`config.mk`:
```
export PLATFORM = sky130hd
export DESIGN_NAME = hazard_scoreboard_flat
export DESIGN_NICKNAME = d
export VERILOG_FILES = /design/src/rtl/hazard_pkg.sv /design/src/rtl/hazard_scoreboard_if.sv /design/src/rtl/md_busy_counter.sv /design/src/rtl/hazard_scoreboard.sv /design/src/flat_wrapper.sv
export SDC_FILE = /design/constraint.sdc
export NUM_CORES = 1
export LEC_CHECK = 0
export ABC_AREA = 1
export CORE_ASPECT_RATIO = 0.9
export CORE_MARGIN = 1
export CORE_UTILIZATION = 30
export CTS_BUF_LIST = sky130_fd_sc_hd__clkbuf_2
export DETAILED_ROUTE_END_ITERATION = 16
export PLACE_DENSITY_LB_ADDON = 0.3
export SYNTH_ARGS = -nofsm -noshare
export SYNTH_HDL_FRONTEND = slang
export SYNTH_SLANG_ARGS = --single-unit
```
`constraint.sdc`:
```
create_clock -name clk -period 3.7 [get_ports clk]
set_input_delay 0.925 -clock clk [delete_from_list [all_inputs] [get_ports clk]]
set_output_delay 0.925 -clock clk [all_outputs]
set_load 0.02 [all_outputs]
```
`src/rtl/hazard_pkg.sv`:
```
// Shared encodings for the D-stage hazard unit: Tuse/Tnew width, the "operand unused"
// Tuse code and the mult/div operation classes.
package hazard_pkg;

  localparam int TW_DEFAULT = 2;

  localparam logic [TW_DEFAULT-1:0] TUSE_NONE = '1;

  typedef enum logic [1:0] {
    MD_NONE = 2'b00,
    MD_MULT = 2'b01,
    MD_DIV  = 2'b10,
    MD_HILO = 2'b11
  } md_op_t;

endpackage

```
`src/rtl/hazard_scoreboard_if.sv`:
```
// D-stage request and hazard response bundle between the decode stage (master) and
// the hazard unit (slave).
interface hazard_scoreboard_if #(
  parameter int STAGES = 3,
  parameter int REG_AW = 5,
  parameter int TW     = 2
);
  localparam int SEL_W = $clog2(STAGES + 1);

  logic [REG_AW-1:0] d_rs;
  logic [REG_AW-1:0] d_rt;
  logic [TW-1:0]     d_tuse_rs;
  logic [TW-1:0]     d_tuse_rt;
  logic              d_we;
  logic [REG_AW-1:0] d_a3;
  logic [TW-1:0]     d_tnew;
  logic [1:0]        d_md_op;
  logic              stall;
  logic [SEL_W-1:0]  fwd_rs_sel;
  logic [SEL_W-1:0]  fwd_rt_sel;
  logic              md_busy;

  modport master (
    output d_rs, d_rt, d_tuse_rs, d_tuse_rt, d_we, d_a3, d_tnew, d_md_op,
    input  stall, fwd_rs_sel, fwd_rt_sel, md_busy
  );

  modport slave (
    input  d_rs, d_rt, d_tuse_rs, d_tuse_rt, d_we, d_a3, d_tnew, d_md_op,
    output stall, fwd_rs_sel, fwd_rt_sel, md_busy
  );
endinterface

```
`src/rtl/md_busy_counter.sv`:
```
// Mult/div busy timer: loaded when a mult or div leaves D, counts down to zero, and
// reports busy while nonzero.
module md_busy_counter #(
  parameter int MULT_CYC = 5,
  parameter int DIV_CYC  = 10
) (
  input  logic clk,
  input  logic reset,
  input  logic load_mult,
  input  logic load_div,
  output logic busy
);
  localparam int MAX_CYC = (DIV_CYC > MULT_CYC) ? DIV_CYC : MULT_CYC;
  localparam int CW      = $clog2(MAX_CYC + 1);

  logic [CW-1:0] count;

  // NOTE: sequential state uses non-blocking assignments so every register samples
  // pre-edge values, independent of block ordering.
  always_ff @(posedge clk) begin
    if (reset) begin
      count <= '0;
    end else if (load_div) begin
      count <= CW'(DIV_CYC);
    end else if (load_mult) begin
      count <= CW'(MULT_CYC);
    end else if (count != '0) begin
      count <= count - CW'(1);
    end
  end

  assign busy = (count != '0);

endmodule

```
`src/rtl/hazard_scoreboard.sv`:
```
// Tuse/Tnew hazard unit beside the D stage: a shift scoreboard of in-flight writers
// drives stall and nearest-producer forward selects; a busy timer guards HI/LO access.
module hazard_scoreboard
  import hazard_pkg::*;
#(
  parameter int STAGES   = 3,
  parameter int REG_AW   = 5,
  parameter int TW       = TW_DEFAULT,
  parameter int MULT_CYC = 5,
  parameter int DIV_CYC  = 10
) (
  input logic          clk,
  input logic          reset,
  hazard_scoreboard_if.slave hz
);
  localparam int SEL_W = $clog2(STAGES + 1);

  typedef struct packed {
    logic              we;
    logic [REG_AW-1:0] a3;
    logic [TW-1:0]     tnew;
  } entry_t;

  entry_t           sb      [STAGES];
  entry_t           sb_next [STAGES];
  logic             md_start_e;
  logic             md_busy;
  logic             stall;
  logic             md_stall;
  logic             data_stall_rs;
  logic             data_stall_rt;
  logic             issue_mult;
  logic             issue_div;
  logic [SEL_W-1:0] rs_sel;
  logic [SEL_W-1:0] rt_sel;

  function automatic logic [TW-1:0] sat_dec(input logic [TW-1:0] t);
    return (t == '0) ? '0 : t - TW'(1);
  endfunction

  // A stalled D instruction is held in place, so E receives a bubble instead.
  assign sb_next[0] = stall ? '0 : entry_t'{we: hz.d_we, a3: hz.d_a3, tnew: hz.d_tnew};

  for (genvar k = 1; k < STAGES; k++) begin : g_shift
    assign sb_next[k] = entry_t'{we: sb[k-1].we, a3: sb[k-1].a3, tnew: sat_dec(sb[k-1].tnew)};
  end

  // NOTE: every scoreboard entry is reset, since a stale we bit would fake a hazard.
  always_ff @(posedge clk) begin
    if (reset) begin
      for (int k = 0; k < STAGES; k++) sb[k] <= '0;
      md_start_e <= 1'b0;
    end else begin
      sb         <= sb_next;
      md_start_e <= issue_mult | issue_div;
    end
  end

  // Walk from oldest to youngest so the nearest matching producer wins.
  // NOTE: every output of this block gets a default first, so no latch is inferred.
  always_comb begin
    rs_sel        = '0;
    rt_sel        = '0;
    data_stall_rs = 1'b0;
    data_stall_rt = 1'b0;
    for (int k = STAGES - 1; k >= 0; k--) begin
      if (sb[k].we && (sb[k].a3 == hz.d_rs) && (hz.d_rs != '0)) begin
        rs_sel        = SEL_W'(k + 1);
        data_stall_rs = !(&hz.d_tuse_rs) && (sb[k].tnew > hz.d_tuse_rs);
      end
      if (sb[k].we && (sb[k].a3 == hz.d_rt) && (hz.d_rt != '0)) begin
        rt_sel        = SEL_W'(k + 1);
        data_stall_rt = !(&hz.d_tuse_rt) && (sb[k].tnew > hz.d_tuse_rt);
      end
    end
  end

  assign md_stall   = (hz.d_md_op != MD_NONE) && (md_busy || md_start_e);
  assign stall      = data_stall_rs | data_stall_rt | md_stall;
  assign issue_mult = !stall && (hz.d_md_op == MD_MULT);
  assign issue_div  = !stall && (hz.d_md_op == MD_DIV);

  md_busy_counter #(
    .MULT_CYC (MULT_CYC),
    .DIV_CYC  (DIV_CYC)
  ) u_md_busy_counter (
    .clk       (clk),
    .reset     (reset),
    .load_mult (issue_mult),
    .load_div  (issue_div),
    .busy      (md_busy)
  );

  assign hz.stall      = stall;
  assign hz.fwd_rs_sel = rs_sel;
  assign hz.fwd_rt_sel = rt_sel;
  assign hz.md_busy    = md_busy;

endmodule

```
`src/flat_wrapper.sv`:
```
// flat-port wrapper written by rule: the top's interface ports become plain ports
module hazard_scoreboard_flat import hazard_pkg::*;
#(
  parameter int STAGES   = 3,
  parameter int REG_AW   = 5,
  parameter int TW       = TW_DEFAULT,
  parameter int MULT_CYC = 5,
  parameter int DIV_CYC  = 10
)
  (clk, reset, hz_d_rs, hz_d_rt, hz_d_tuse_rs, hz_d_tuse_rt, hz_d_we, hz_d_a3, hz_d_tnew, hz_d_md_op, hz_stall, hz_fwd_rs_sel, hz_fwd_rt_sel, hz_md_busy);
  hazard_scoreboard_if #(.STAGES(STAGES), .REG_AW(REG_AW), .TW(TW)) hz_i ();
  input logic clk;
  input logic reset;
  input wire logic [$bits(hz_i.d_rs)-1:0] hz_d_rs;
  input wire logic [$bits(hz_i.d_rt)-1:0] hz_d_rt;
  input wire logic [$bits(hz_i.d_tuse_rs)-1:0] hz_d_tuse_rs;
  input wire logic [$bits(hz_i.d_tuse_rt)-1:0] hz_d_tuse_rt;
  input wire logic [$bits(hz_i.d_we)-1:0] hz_d_we;
  input wire logic [$bits(hz_i.d_a3)-1:0] hz_d_a3;
  input wire logic [$bits(hz_i.d_tnew)-1:0] hz_d_tnew;
  input wire logic [$bits(hz_i.d_md_op)-1:0] hz_d_md_op;
  output wire logic [$bits(hz_i.stall)-1:0] hz_stall;
  output wire logic [$bits(hz_i.fwd_rs_sel)-1:0] hz_fwd_rs_sel;
  output wire logic [$bits(hz_i.fwd_rt_sel)-1:0] hz_fwd_rt_sel;
  output wire logic [$bits(hz_i.md_busy)-1:0] hz_md_busy;
  assign hz_i.d_rs = hz_d_rs;
  assign hz_i.d_rt = hz_d_rt;
  assign hz_i.d_tuse_rs = hz_d_tuse_rs;
  assign hz_i.d_tuse_rt = hz_d_tuse_rt;
  assign hz_i.d_we = hz_d_we;
  assign hz_i.d_a3 = hz_d_a3;
  assign hz_i.d_tnew = hz_d_tnew;
  assign hz_i.d_md_op = hz_d_md_op;
  assign hz_stall = hz_i.stall;
  assign hz_fwd_rs_sel = hz_i.fwd_rs_sel;
  assign hz_fwd_rt_sel = hz_i.fwd_rt_sel;
  assign hz_md_busy = hz_i.md_busy;
  hazard_scoreboard #(.STAGES(STAGES), .REG_AW(REG_AW), .TW(TW), .MULT_CYC(MULT_CYC), .DIV_CYC(DIV_CYC)) u_core (.clk(clk), .reset(reset), .hz(hz_i));
endmodule
```
==> results.sh <==
export IMPL_port_buffers=31
export IMPL_htreeDepth=2
export IMPL_setup_worst_path_start_class="primary input"
export IMPL_min_period_ns=3.56
export IMPL_final_antenna_net_count=0
export IMPL_start_util=0.321
export IMPL_die_area_um2=7050
export IMPL_cts_buffer_depth=2
export IMPL_grt_pass1_wl_mm=7.78
export IMPL_firstDrtPassIters=4
export IMPL_grt_pass1_vias=1789
export IMPL_syn_cell_area_um2=2010
export IMPL_max_stage_delay_ns=0.54
export IMPL_slew_headroom=0.815
export IMPL_dp_final_hpwl_mm=3.57
export IMPL_ys_ff_latch=29
export IMPL_gp_congestion=0.839
export IMPL_clock_sinks=29
export IMPL_path_cells="clkdlybuf4s50_1 > inv_1 > o21ai_1 > inv_1 > nand4_1 > nor2_1 > buf_4 > nor2_1 > dlygate4sd2_1"
export IMPL_drc=0
export IMPL_areaGrowthSynthToFinish_pct=25.3
export IMPL_syn_area_per_cell_um2=6.71
export IMPL_vias=1879
export IMPL_yosysSeqAreaShare=0.288
export IMPL_cts_tree="built"
export IMPL_routed_via_density=4.38
export IMPL_rsz0062_at_grt="no"
export IMPL_drive_gt1_frac=0.146
export IMPL_dpl_cell_count=422
export IMPL_finalHoldViolations=0
export IMPL_power_leakage_nw=1.23
export IMPL_finalCritPeriodShare=0.961
export IMPL_postSynthCellCount=300
export IMPL_io_pins=32
export IMPL_worstPathMaxFanout=4
export IMPL_cp_data_required_time_ns=2.77
export IMPL_min_path_type="reg2reg"
export IMPL_drv_slew=0
export IMPL_numCtsBuffers=5
export IMPL_endpoint_kind="primary output"
export IMPL_antenna_found_initial=0
export IMPL_ff2ff_setup_slack_ns=1.89
export IMPL_ir_drop_uv=127
export IMPL_cp_data_arrival_time_ns=2.63
export IMPL_cts_clk_slew_worst_paths_ns=0.14
export IMPL_core_area_um2=6280
export IMPL_final_area_um2=2520
export IMPL_power_density_nw_per_um2=426
export IMPL_layout_commonest_cell="nand2_1"
export IMPL_yosysUniqueCellTypes=31
export IMPL_status="finished, final reports clean"
export IMPL_critPathSlowestCell="clkdlybuf4s50_1"
export IMPL_yosys_warnings=0
export IMPL_drt_iter0_drc=61
export IMPL_die_w_um=88.4
export IMPL_hold_ws_ns=0.431
export IMPL_drv_cap=0
export IMPL_grt_overflow=0
export IMPL_grtUsageTotal=0.145
export IMPL_clock_skew_ns=0.0168
export IMPL_clock_latency_ns=0.36
export IMPL_clock_root_buffer="clkbuf_2"
export IMPL_die_h_um=79.7
export IMPL_tightestPinTransition_ns=0.277
export IMPL_dpl_cell_area_um2=2470
export IMPL_wirelength_mm=4.44
export IMPL_finalSetupViolations=0
export IMPL_n_antenna_cell=0
export IMPL_wl_per_cell_um=10.3
export IMPL_grt_max_degree=21
export IMPL_fin_nets=384
export IMPL_mostFrequentLayoutCells="nand2_1 (71), inv_1 (53), nor2_1 (44), dfxtp_1 (29), clkdlybuf4s50_1 (25)"
export IMPL_worstSetupPathType="in2out"
export IMPL_rows=27
export IMPL_layout_cells_non_filler=429
export IMPL_fmax_ghz=0.281
export IMPL_syn_num_nets=342
==> cell families after synthesis <==
family,synth area share
and+or+nand+nor,0.384
buffers and inverters,0.119
DFF,0.288
AOI/OAI and AO/OA,0.0745
adders and majority gates,0.0994
xor gates and xnor gates,0.0348
==> metal layers <==
layer  part of all wire  GRT usage
met1               0.50      0.191
met2               0.45      0.234
met4              0.016     0.0581
met3              0.039     0.0248
met5                  0          0
==> per-stage QoR <==
step | TNS, ns | utilization | power, mW | setup slack [ns]
CTS | 0 | 0.402 | 1.10 | 0.00295
global placement | -0.608 | 0.393 | 0.861 | -0.227
floorplan | 0 | - | 0.726 | 0.711
finish | 0 | 0.402 | 1.07 | 0.144
global route | 0 | 0.402 | 1.17 | 0.00242
detailed placement | -0.637 | 0.393 | 0.868 | -0.276
==> power by group <==
group / internal (mW) / total [mW] / leakage, nW / switching (mW)
clock network: 0.110 / 0.226 / 0.0388 / 0.116
logic: 0.198 / 0.448 / 0.958 / 0.250
registers: 0.366 / 0.400 / 0.237 / 0.0345
==> worst max-delay path: cells and delay by family <==
family / cells / cell delay (ns)
AO/OA/AOI/OAI: 1 / 0.16
buffers and inverters: 5 / 1.19
AND/OR/NAND/NOR: 3 / 0.35
==> sequential cells by signal, indices dropped and copies added (netlist names) <==
name and flops:
u_core.md_start_e 1, u_core.u_md_busy_counter.count 4, u_core.sb 24
==> layout make-up <==
type | instances | area [um^2]
inverter | 62 | 233
sequential | 29 | 581
multi-input combinational | 207 | 1190
timing repair buffer | 37 | 348
clock inverter | 2 | 35.0
clock buffer | 5 | 25.0
tap | 87 | 109
fill | 704 | 3760
==> cells in the mapped netlist (all sizes together) <==
library cell,n,area [um^2]
and2,1,8.76
o21a,1,7.51
o211ai,2,15.0
inv,62,233
nor2,54,253
a21oi,14,73.8
o21ai,8,40.0
o22ai,1,6.26
clkbuf,2,7.51
nand2,77,314
dfxtp,29,581
nor4,1,6.26
xor2,1,8.76
nand3,10,75.1
nor3,5,30.0
xnor2,7,61.3
nand2b,1,6.26
ha,16,200
a21o,1,7.51
nand4,7,80.1
==> path summary, 6_finish.rpt <==
check / end / cells after the start / from
worst max register to register: u_core.u_md_busy_counter.count[1]$_SDFFE_PP0P_ / 10 / u_core.u_md_busy_counter.count[0]$_SDFFE_PP0P_
worst min-delay path: u_core.sb[8]$_SDFF_PP0_ / 1 / u_core.sb[16]$_SDFF_PP0_
worst max-delay path: hz_fwd_rs_sel[1] / 9 / hz_d_rs[1]
worst min register to register: u_core.sb[8]$_SDFF_PP0_ / 1 / u_core.sb[16]$_SDFF_PP0_
==> what timing repair did <==
action                                  CTS  global route
gates resized for setup                   6             2
endpoints found under the setup margin    5             2
setup buffers                             0             0
hold buffers                              0             0
Power figures use the tool's default switching activity.
